==> config.mk <==
export PLATFORM = sky130hd
export DESIGN_NAME = sort_top
export DESIGN_NICKNAME = d
export VERILOG_FILES = /design/src/rtl/sort_top.sv
export SDC_FILE = /design/constraint.sdc
export NUM_CORES = 1
export LEC_CHECK = 0
export ABC_AREA = 1
export CAP_MARGIN = 20
export CORE_MARGIN = 2
export CORE_UTILIZATION = 43
export DETAILED_ROUTE_END_ITERATION = 16
export GPL_TIMING_DRIVEN = 0
export PLACE_DENSITY = 0.62
export SETUP_SLACK_MARGIN = 0.2
export SLEW_MARGIN = 40
export SYNTH_ARGS = -nofsm -noshare
export SYNTH_HDL_FRONTEND = slang
export SYNTH_SLANG_ARGS = --single-unit
==> constraint.sdc <==
create_clock -name clk -period 3.1 [get_ports clk]
set_input_delay 0.775 -clock clk [delete_from_list [all_inputs] [get_ports clk]]
set_output_delay 0.775 -clock clk [all_outputs]
set_load 0.005 [all_outputs]
==> src/rtl/sort_top.sv <==
// ---------------------------------------------------------------------------
// sort_top : in-place ascending selection sorter over a small flop-array RAM
// Revision : 1.0
// ---------------------------------------------------------------------------
`default_nettype none

module sort_top #(
  parameter int DATA_WIDTH = 8,
  parameter int ADDR_WIDTH = 3
) (
  input  logic                  clk,
  input  logic                  rstn,
  input  logic                  s,
  output logic                  done,
  input  logic [ADDR_WIDTH-1:0] Radd,
  input  logic [DATA_WIDTH-1:0] datain,
  input  logic                  wrin,
  output logic [DATA_WIDTH-1:0] dataout
);

  localparam int                  c_n       = 1 << ADDR_WIDTH;
  localparam logic [ADDR_WIDTH-1:0] c_last  = ADDR_WIDTH'(c_n - 1);
  localparam logic [ADDR_WIDTH-1:0] c_penult = ADDR_WIDTH'(c_n - 2);

  typedef enum logic [2:0] {
    IDLE   = 3'd0,
    LOAD_A = 3'd1,
    CMP    = 3'd2,
    NEXT_I = 3'd3,
    DONE   = 3'd4
  } state_t;

  state_t                state_q, state_d;
  logic [ADDR_WIDTH-1:0] i_q, i_d;
  logic [ADDR_WIDTH-1:0] j_q, j_d;
  logic [DATA_WIDTH-1:0] a_q, a_d;
  logic                  done_q, done_d;
  logic [DATA_WIDTH-1:0] mem_q [c_n];
  logic [DATA_WIDTH-1:0] mem_d [c_n];

  always_comb begin
    state_d = state_q;
    i_d     = i_q;
    j_d     = j_q;
    a_d     = a_q;
    mem_d   = mem_q;
    case (state_q)
      IDLE: begin
        // start wins over a coincident host write
        if (s) begin
          i_d     = '0;
          state_d = LOAD_A;
        end else if (wrin) begin
          mem_d[Radd] = datain;
        end
      end
      LOAD_A: begin
        a_d     = mem_q[i_q];
        j_d     = i_q + 1'b1;
        state_d = CMP;
      end
      CMP: begin
        // A always tracks the current minimum sitting at mem[i]
        if (mem_q[j_q] < a_q) begin
          mem_d[i_q] = mem_q[j_q];
          mem_d[j_q] = a_q;
          a_d        = mem_q[j_q];
        end
        if (j_q == c_last) begin
          state_d = NEXT_I;
        end else begin
          j_d = j_q + 1'b1;
        end
      end
      NEXT_I: begin
        if (i_q == c_penult) begin
          state_d = DONE;
        end else begin
          i_d     = i_q + 1'b1;
          state_d = LOAD_A;
        end
      end
      DONE: begin
        if (!s) state_d = IDLE;
      end
      default: state_d = IDLE;
    endcase
    done_d = (state_d == DONE);
  end

  always_ff @(posedge clk or posedge rstn) begin
    if (rstn) begin
      state_q <= IDLE;
      i_q     <= '0;
      j_q     <= '0;
      a_q     <= '0;
      done_q  <= 1'b0;
      for (int k = 0; k < c_n; k++) mem_q[k] <= '0;
    end else begin
      state_q <= state_d;
      i_q     <= i_d;
      j_q     <= j_d;
      a_q     <= a_d;
      done_q  <= done_d;
      for (int k = 0; k < c_n; k++) mem_q[k] <= mem_d[k];
    end
  end

  assign done    = done_q;
  assign dataout = mem_q[Radd];

endmodule

`default_nettype wire

[Word-level counts from Yosys, hierarchy flattened]
Index checks and enable logic that the tools add are counted.
Storage, ports and cells
  word-level logic and storage cells: 83
  flip-flop bits (word level): 82
  output and inout bits: 9
Cells by class
  bitwise gates (word level): 3
  order comparisons: 7
  muxes and demuxes: 34
  equality and inequality tests: 13
  add/sub/neg operators: 2
  reductions and logical operators: 11
Operators with widths (number)
  bitwise mux 64 bit: 3
  two-way mux 64 bit: 3
  one-hot mux 64 bit (2 select lines): 1
  two-way mux 8 bit: 10
  binary-select mux 8 bit (select 3 bit): 3
  demux 8 bit (select 3 bit): 3
  two-way mux 3 bit: 7
  one-hot mux 8 bit (2 select lines): 1
  one-hot mux 3 bit (5 select lines): 1
  equality test 3 bit (second input constant): 4
  >= comparator 4 bit (second input constant): 3
  less-than comparator 4 x 1 -> 1 bit (second input constant): 3
  inequality test 2 bit (second input constant): 6
  inverter 3 -> 4 bit: 3
  one-hot mux 3 bit (2 select lines): 2
  less-than comparator 8 bit: 1
  adder 3 x 1 -> 3 bit (second input constant): 2
  equality test 3 x 2 -> 1 bit (second input constant): 2
  nonzero test 2 bit: 3
  AND reduction 2 bit: 2
  AND reduction 4 bit: 1
  equality test 3 x 1 -> 1 bit (second input constant): 1
  logical AND 1 bit: 3
  zero test 3 bit: 1
  AND reduction 3 bit: 1

[Logic depth before layout (Yosys ltp)]
  depth after elaboration: 9
  gate-level depth with buffers: 21
  depth with buffers taken out: 19

[Least setup slack after synthesis]
OpenSTA, ideal clock, no wires.
  kind: register -> register
  start: reg j_q[0]
  end: reg mem_q[48] (netlist bit)
  path slack: 0.428 ns
  required time: 3.033 ns
  cell stages (with the launch flop): 21
  arrival: 2.605 ns
  cells stage by stage: dfrtp_1 -> buf_6 -> clkinv_2 -> buf_6 -> nand2_1 -> inv_1 -> buf_2 -> nand2_1 -> nand2_1 -> inv_1 -> nand4_1 -> ha_1 -> a21oi_1 -> nor2_1 -> a2111oi_2 -> nand2_2 -> nand2_4 -> buf_8 -> buf_6 -> nand4_1 -> nand2_1
On the way
  word-level cells in the longest chain between the ends: 8
RTL lines
  start, declared: line 35  | logic [ADDR_WIDTH-1:0] j_q, j_d;
  start signal, assigned: line 102  | j_q <= j_d;
  inverter 3 -> 4 bit (not written as such) *: line 64, 65, 66
  branches (longest 7 deep; another with less-than comparator 8 bit)
  end, declared: line 38  | logic [DATA_WIDTH-1:0] mem_q [c_n];
Every way passes the cells marked *. The select of a mux whose other input is x is not followed.
A chain may end at the register's enable or synchronous reset.

[Final worst setup path]
  start: reg j_q[1]
  end: reg mem_q[30] (netlist bit)
Same word-level chain as after synthesis.

==> results.json <==
{
  "synth_flop_cell": "dfrtp_1",
  "dpl.hpwl_um": 23600,
  "synth_cell_types": 39,
  "async_reset_ff_frac": 1.00,
  "core_um2": 14600,
  "cp_data_arrival_time_ns": 3.43,
  "synth_edf_count": 0,
  "crit_fanout": 10,
  "ioPinCount": 24,
  "hold_viol_final": 0,
  "n_antenna_cell": 0,
  "grt_max_degree": 45,
  "clockRootBuffer": "clkbuf_16",
  "outcome": "complete, but fails checks",
  "start_util": 0.440,
  "fin_crit_sh": 1.01,
  "route.met3.wl_um": 5130,
  "fin_skew_ns": 0.00813,
  "routedWlPerCell_um": 27.5,
  "crit_type": "reg -> reg",
  "num_vias": 8249,
  "drt-total-wl_um": 34500,
  "port_buffers": 23,
  "synth_cells": 960,
  "rows": 44,
  "fin_nets": 1089,
  "whs_ns": 0.480,
  "syn2layout_area_growth_pct": 34.3,
  "hp-class": "reg -> reg",
  "routed-wl-met2_um": 13700,
  "max-clock-path-buffers": 2,
  "worst_slack_ns": -0.0343,
  "grt_pass1_wl_um": 50000,
  "hold_start": "mem_q[2]$_DFFE_PP0P_",
  "grt_usage": 0.430,
  "hold_buffers": 0,
  "clk_latency_ns": 0.37,
  "layout-drive-gt1-share": 0.204,
  "final_cell_mix": "nand2_1, inv_1, o21ai_0",
  "r2r_start": "j_q[1]$_DFFE_PP0P_",
  "violations": "setup timing",
  "synth_area_um2": 6420,
  "syn_area_per_cell_um2": 6.69,
  "slew_headroom": 0.360,
  "final_common_cell": "nand2_1",
  "timing.fmax_mhz": 319,
  "numCtsBuffers": 9,
  "antenna_found_initial": 0,
  "power.density_nw_per_um2": 1170,
  "wl_met1_um": 12900,
  "setup.worst_path.start": "j_q[1]$_DFFE_PP0P_",
  "drtIter0Drc": 1457,
  "end_kind": "register",
  "setup_viol": 25,
  "startpoint_type": "register",
  "syn_nets": 986,
  "die_w_um": 126,
  "ys_seq_elements": 82,
  "place_congestion": 1.11,
  "synth_warnings": 0,
  "yosysSeqAreaShare": 0.320,
  "rsz0062_at_grt": "true",
  "drc": 0,
  "peakVddDrop_mv": 0.553,
  "pre_cts_slack_ns": -1.28,
  "timing.final.crit_period_ns": 3.13,
  "htreeDepth": 3,
  "gr-total-overflow": 0,
  "ant_nets": 0,
  "worst_pin_slew_ns": 0.957,
  "cts.sinks": 82,
  "cp.required_ns": 3.40,
  "grt_pass1_vias": 7601,
  "slew_viol_final": 0,
  "via_per_inst": 6.59,
  "cts_tree": "done",
  "cts.clk_slew.worst_paths_ns": 0.07,
  "dr.pass1.iters": 7,
  "die_area_um2": 15900,
  "die_y_um": 126,
  "leakage_nw": 3.92,
  "maxCapViolCount": 0,
  "top_layer_used": "met4"
}
## sequential cells by signal, summed over array words and instances (netlist names)
| signal | flops |
|---|---|
| a_q | 8 |
| done | 1 |
| i_q | 3 |
| j_q | 3 |
| mem_q | 64 |
| state_q | 3 |
## worst paths after layout
check / endpoint / slack [ns] / depth (start not counted)
max in group asynchronous: j_q[1]$_DFFE_PP0P_ / 1.73 / 3
hold / removal: mem_q[2]$_DFFE_PP0P_ / 0.48 / 2
setup reg to reg: mem_q[30]$_DFFE_PP0P_ / -0.03 / 18
hold reg to reg: mem_q[2]$_DFFE_PP0P_ / 0.48 / 2
min in group asynchronous: mem_q[19]$_DFFE_PP0P_ / 0.80 / 2
setup / recovery: mem_q[30]$_DFFE_PP0P_ / -0.03 / 18
## critical path: stages, from the launching register on
cell       delay, ns
dfrtp_2         0.47
inv_4           0.07
nor2_4          0.23
nand2_4         0.14
inv_4           0.10
buf_6           0.14
nand2_1         0.06
nand2_1         0.08
nor2_2          0.06
nand2_2         0.16
ha_4            0.24
a2111oi_4       0.35
nand2_2         0.15
nand2_8         0.13
buf_12          0.13
buf_12          0.13
buf_12          0.13
nand4_1         0.14
nand2_1         0.12
## stage by stage
step                      instance area [µm²]  total power, W  setup TNS (ns)  instances  utilization
after detailed placement                 6910         0.00652          -38.42       1168        0.474
after global placement                   6880         0.00650         -141.53       1167        0.472
after CTS                                8260         0.00898           -4.72       1233        0.566
after global routing                     8620          0.0103           -4.51       1252        0.591
after floorplan                          6420         0.00467               0        960            -
final                                    8620          0.0101          -0.335       1252        0.591
## report_power, final
group | switching, W | total (W) | leakage (nW) | internal, W
logic | 0.00444 | 0.00698 | 2.74 | 0.00254
registers | 0.000527 | 0.00202 | 1.07 | 0.00150
clock network | 0.000509 | 0.00106 | 0.118 | 0.000547
## layout make-up
class	instances	area (µm²)
buffer	40	363
clock buffer	11	233
tap	184	230
multi-input combinational	717	4250
fill	1402	5970
inverter	122	499
sequential	82	2050
timing repair buffer	91	958
clock inverter	5	38.8
## cells by family after synthesis
kind of cell | count (synthesis) | synth area share
and+or+nand+nor | 455 | 0.310
adders and majority gates | 11 | 0.0214
buffers and inverters | 162 | 0.108
DFF | 82 | 0.320
xor gates and xnor gates | 1 | 0.00136
AOI/OAI and AO/OA | 249 | 0.240
## cell usage after synthesis (2+ instances only)
cell type | number | area share
o2bb2ai_1 | 2 | 0.0027
o2111ai_1 | 6 | 0.0082
nand3_2 | 2 | 0.0031
buf_1 | 4 | 0.0023
o21ai_2 | 4 | 0.0055
o41ai_1 | 2 | 0.0027
nor3_1 | 10 | 0.0078
a22oi_1 | 44 | 0.051
buf_2 | 9 | 0.0070
clkinv_1 | 2 | 0.0012
o211ai_1 | 4 | 0.0047
nand4_1 | 68 | 0.066
dfrtp_1 | 82 | 0.32
nand2_2 | 4 | 0.0039
a221oi_1 | 8 | 0.011
ha_1 | 11 | 0.021
a21oi_1 | 27 | 0.021
nand3_1 | 27 | 0.021
o21ai_0 | 92 | 0.072
buf_6 | 8 | 0.014
nand2_1 | 290 | 0.17
a31oi_1 | 2 | 0.0019
o22ai_1 | 49 | 0.048
a32oi_1 | 3 | 0.0041
o21ai_1 | 3 | 0.0023
inv_1 | 115 | 0.067
inv_2 | 4 | 0.0023
nor2_1 | 49 | 0.029
nor3_4 | 2 | 0.0051
clkbuf_1 | 18 | 0.011
## layer usage
layer,GRT usage,vias up
li1,-,3555
met1,0.562,3794
met2,0.593,738
met3,0.163,162
met4,0.273,0
met5,0,-
## what timing repair did
action | CTS | global route
resized for setup | 186 | 40
setup buffers | 43 | 17
endpoints found under the setup margin | 80 | 75
pin swaps | 55 | 32
cloned | 6 | 2
No activity file was read; power rests on OpenSTA's default activity.
==> RTL edit: new RTL, config.mk and constraints unchanged <==
Set the parameter `DATA_WIDTH` to 6 (it was 8).
--- a/src/rtl/sort_top.sv
+++ b/src/rtl/sort_top.sv
@@ -5,7 +5,7 @@
 `default_nettype none
 
 module sort_top #(
-  parameter int DATA_WIDTH = 8,
+  parameter int DATA_WIDTH = 6,
   parameter int ADDR_WIDTH = 3
 ) (
   input  logic                  clk,
Interface: changed (resized datain and dataout); port bits go from 24 to 20. No check against the original RTL was run, so the function may have changed too.
==> RTL edit against the unedited design <==
- final area fell by 24%
- clock power grew 8%
- total power down 26%
- first-iteration DRC count fell by 35%
- routed wire length fell by 25%
- setup slack better by 260 ps
- synthesized area decreased by 17%
- sequential cell count decreased by 18
- cell count shrank 18%
- hold slack worse by 8.5 ps
- synthesized cell count fell by 15%
- global-route usage down 3.3 points
- critical path depth decreased by 11
- combinational power shrank 33%
- critical path type is now input pin to output port
- largest cell class unchanged
==> RTL edit: results <==
[finish]
reg_top3 = "mem_q: 48 flops, a_q: 6 flops"
drive_gt1_frac = 0.167
stdcell_count = 1028
layout.nets = 898

[worst_setup_path]
startpoint = "Radd[0]"
rr_worst_depth = 16
critPathMaxFanout = 6
rrSetupSlack_ps = 340
r2r-start = "j_q[0]$_DFFE_PP0P_"
slowest_delay_ps = 320
cpMaxStageDelayCell = "dlygate4sd2_1"

[routing]
drt_iter0_drc = 947
avgRoutedWirePerCell_um = 25.1

[logic_synthesis]
netlist_instances = 817
synth_common_cells = "nand2_1, inv_1, dfrtp_1"
synth_cell_types = 37

[grt]
grt_util_met1 = 0.509
use_met3 = 0.109
use_met2 = 0.585
first_global_vias = 6174

[status]
outcome = "completed"

[pwr]
swShare = 0.558
p_leak_nw = 3.21

[placement]
preCtsSetupSlack_ps = -971
placed_cell_area_mm2 = 0.00571
port_buffers = 19

[clock_network]
post_cts_buffers = 20
post_cts_resized = 65

[min_path]
hp-start = "mem_q[35]$_DFFE_PP0P_"

[sta]
timing.final.ws_setup_ps = 228
-- RTL edit: cell count changes after synthesis, sizes merged, moves of 11 or more --
cell,before,now
nand4,68,51
a21oi,27,13
o21ai,99,60
inv,119,85
nand2,295,338
a22oi,44,32
dfrtp,82,64
nand3,29,41
nor2,50,39
o22ai,49,16
-- RTL edit: routing by layer --
layer  up-vias  share of wire
li1       2891              -
met1      3029           0.39
met2       453           0.42
met3       115           0.12
met4         0          0.067
met5         -              0
-- RTL edit: power by group through the flow --
stage	Combinational, mW	Sequential (mW)	Clock, mW
5_1_grt	4.88	1.65	1.19
4_1_cts	4.04	1.58	1.15
6_report	4.65	1.63	1.15
3_5_place_dp	3.82	1.58	0
2_1_floorplan	2.44	1.40	0
3_3_place_gp	3.77	1.58	0
-- RTL edit: layout make-up --
type	count	area [um2]
repair buffers	48	413
well taps	147	184
clock buffers	9	225
fillers	1190	5440
plain buffers	29	235
multi-input cells	637	3460
inverters	87	355
clock inverters	7	95.1
flip-flops and latches	64	1600
-- RTL edit: worst reg2reg max path, cell delays in order, from the launching register on --
cell and delay, ps:
dfrtp_2 470, buf_8 170, buf_8 150, nand2_1 180, o21ai_0 100, nor2_1 210, nand3_4 150, ha_1 310
nand2_1 70, nand2_1 50, nand2_1 70, nand2_2 80, nand2_4 120, clkbuf_16 190, buf_8 140, nand4_1 110
nand2_1 100
-- RTL edit: logic make-up (layout without fill, tap and decap cells) --
| logic type | after synthesis | in the layout |
|---|---|---|
| and+or+nand+nor | 480 | 480 |
| AOI/OAI and AO/OA | 147 | 147 |
| xor gates and xnor gates | 1 | 1 |
| buffers and inverters | 116 | 180 |
| adders and majority gates | 9 | 9 |
| DFF | 64 | 64 |
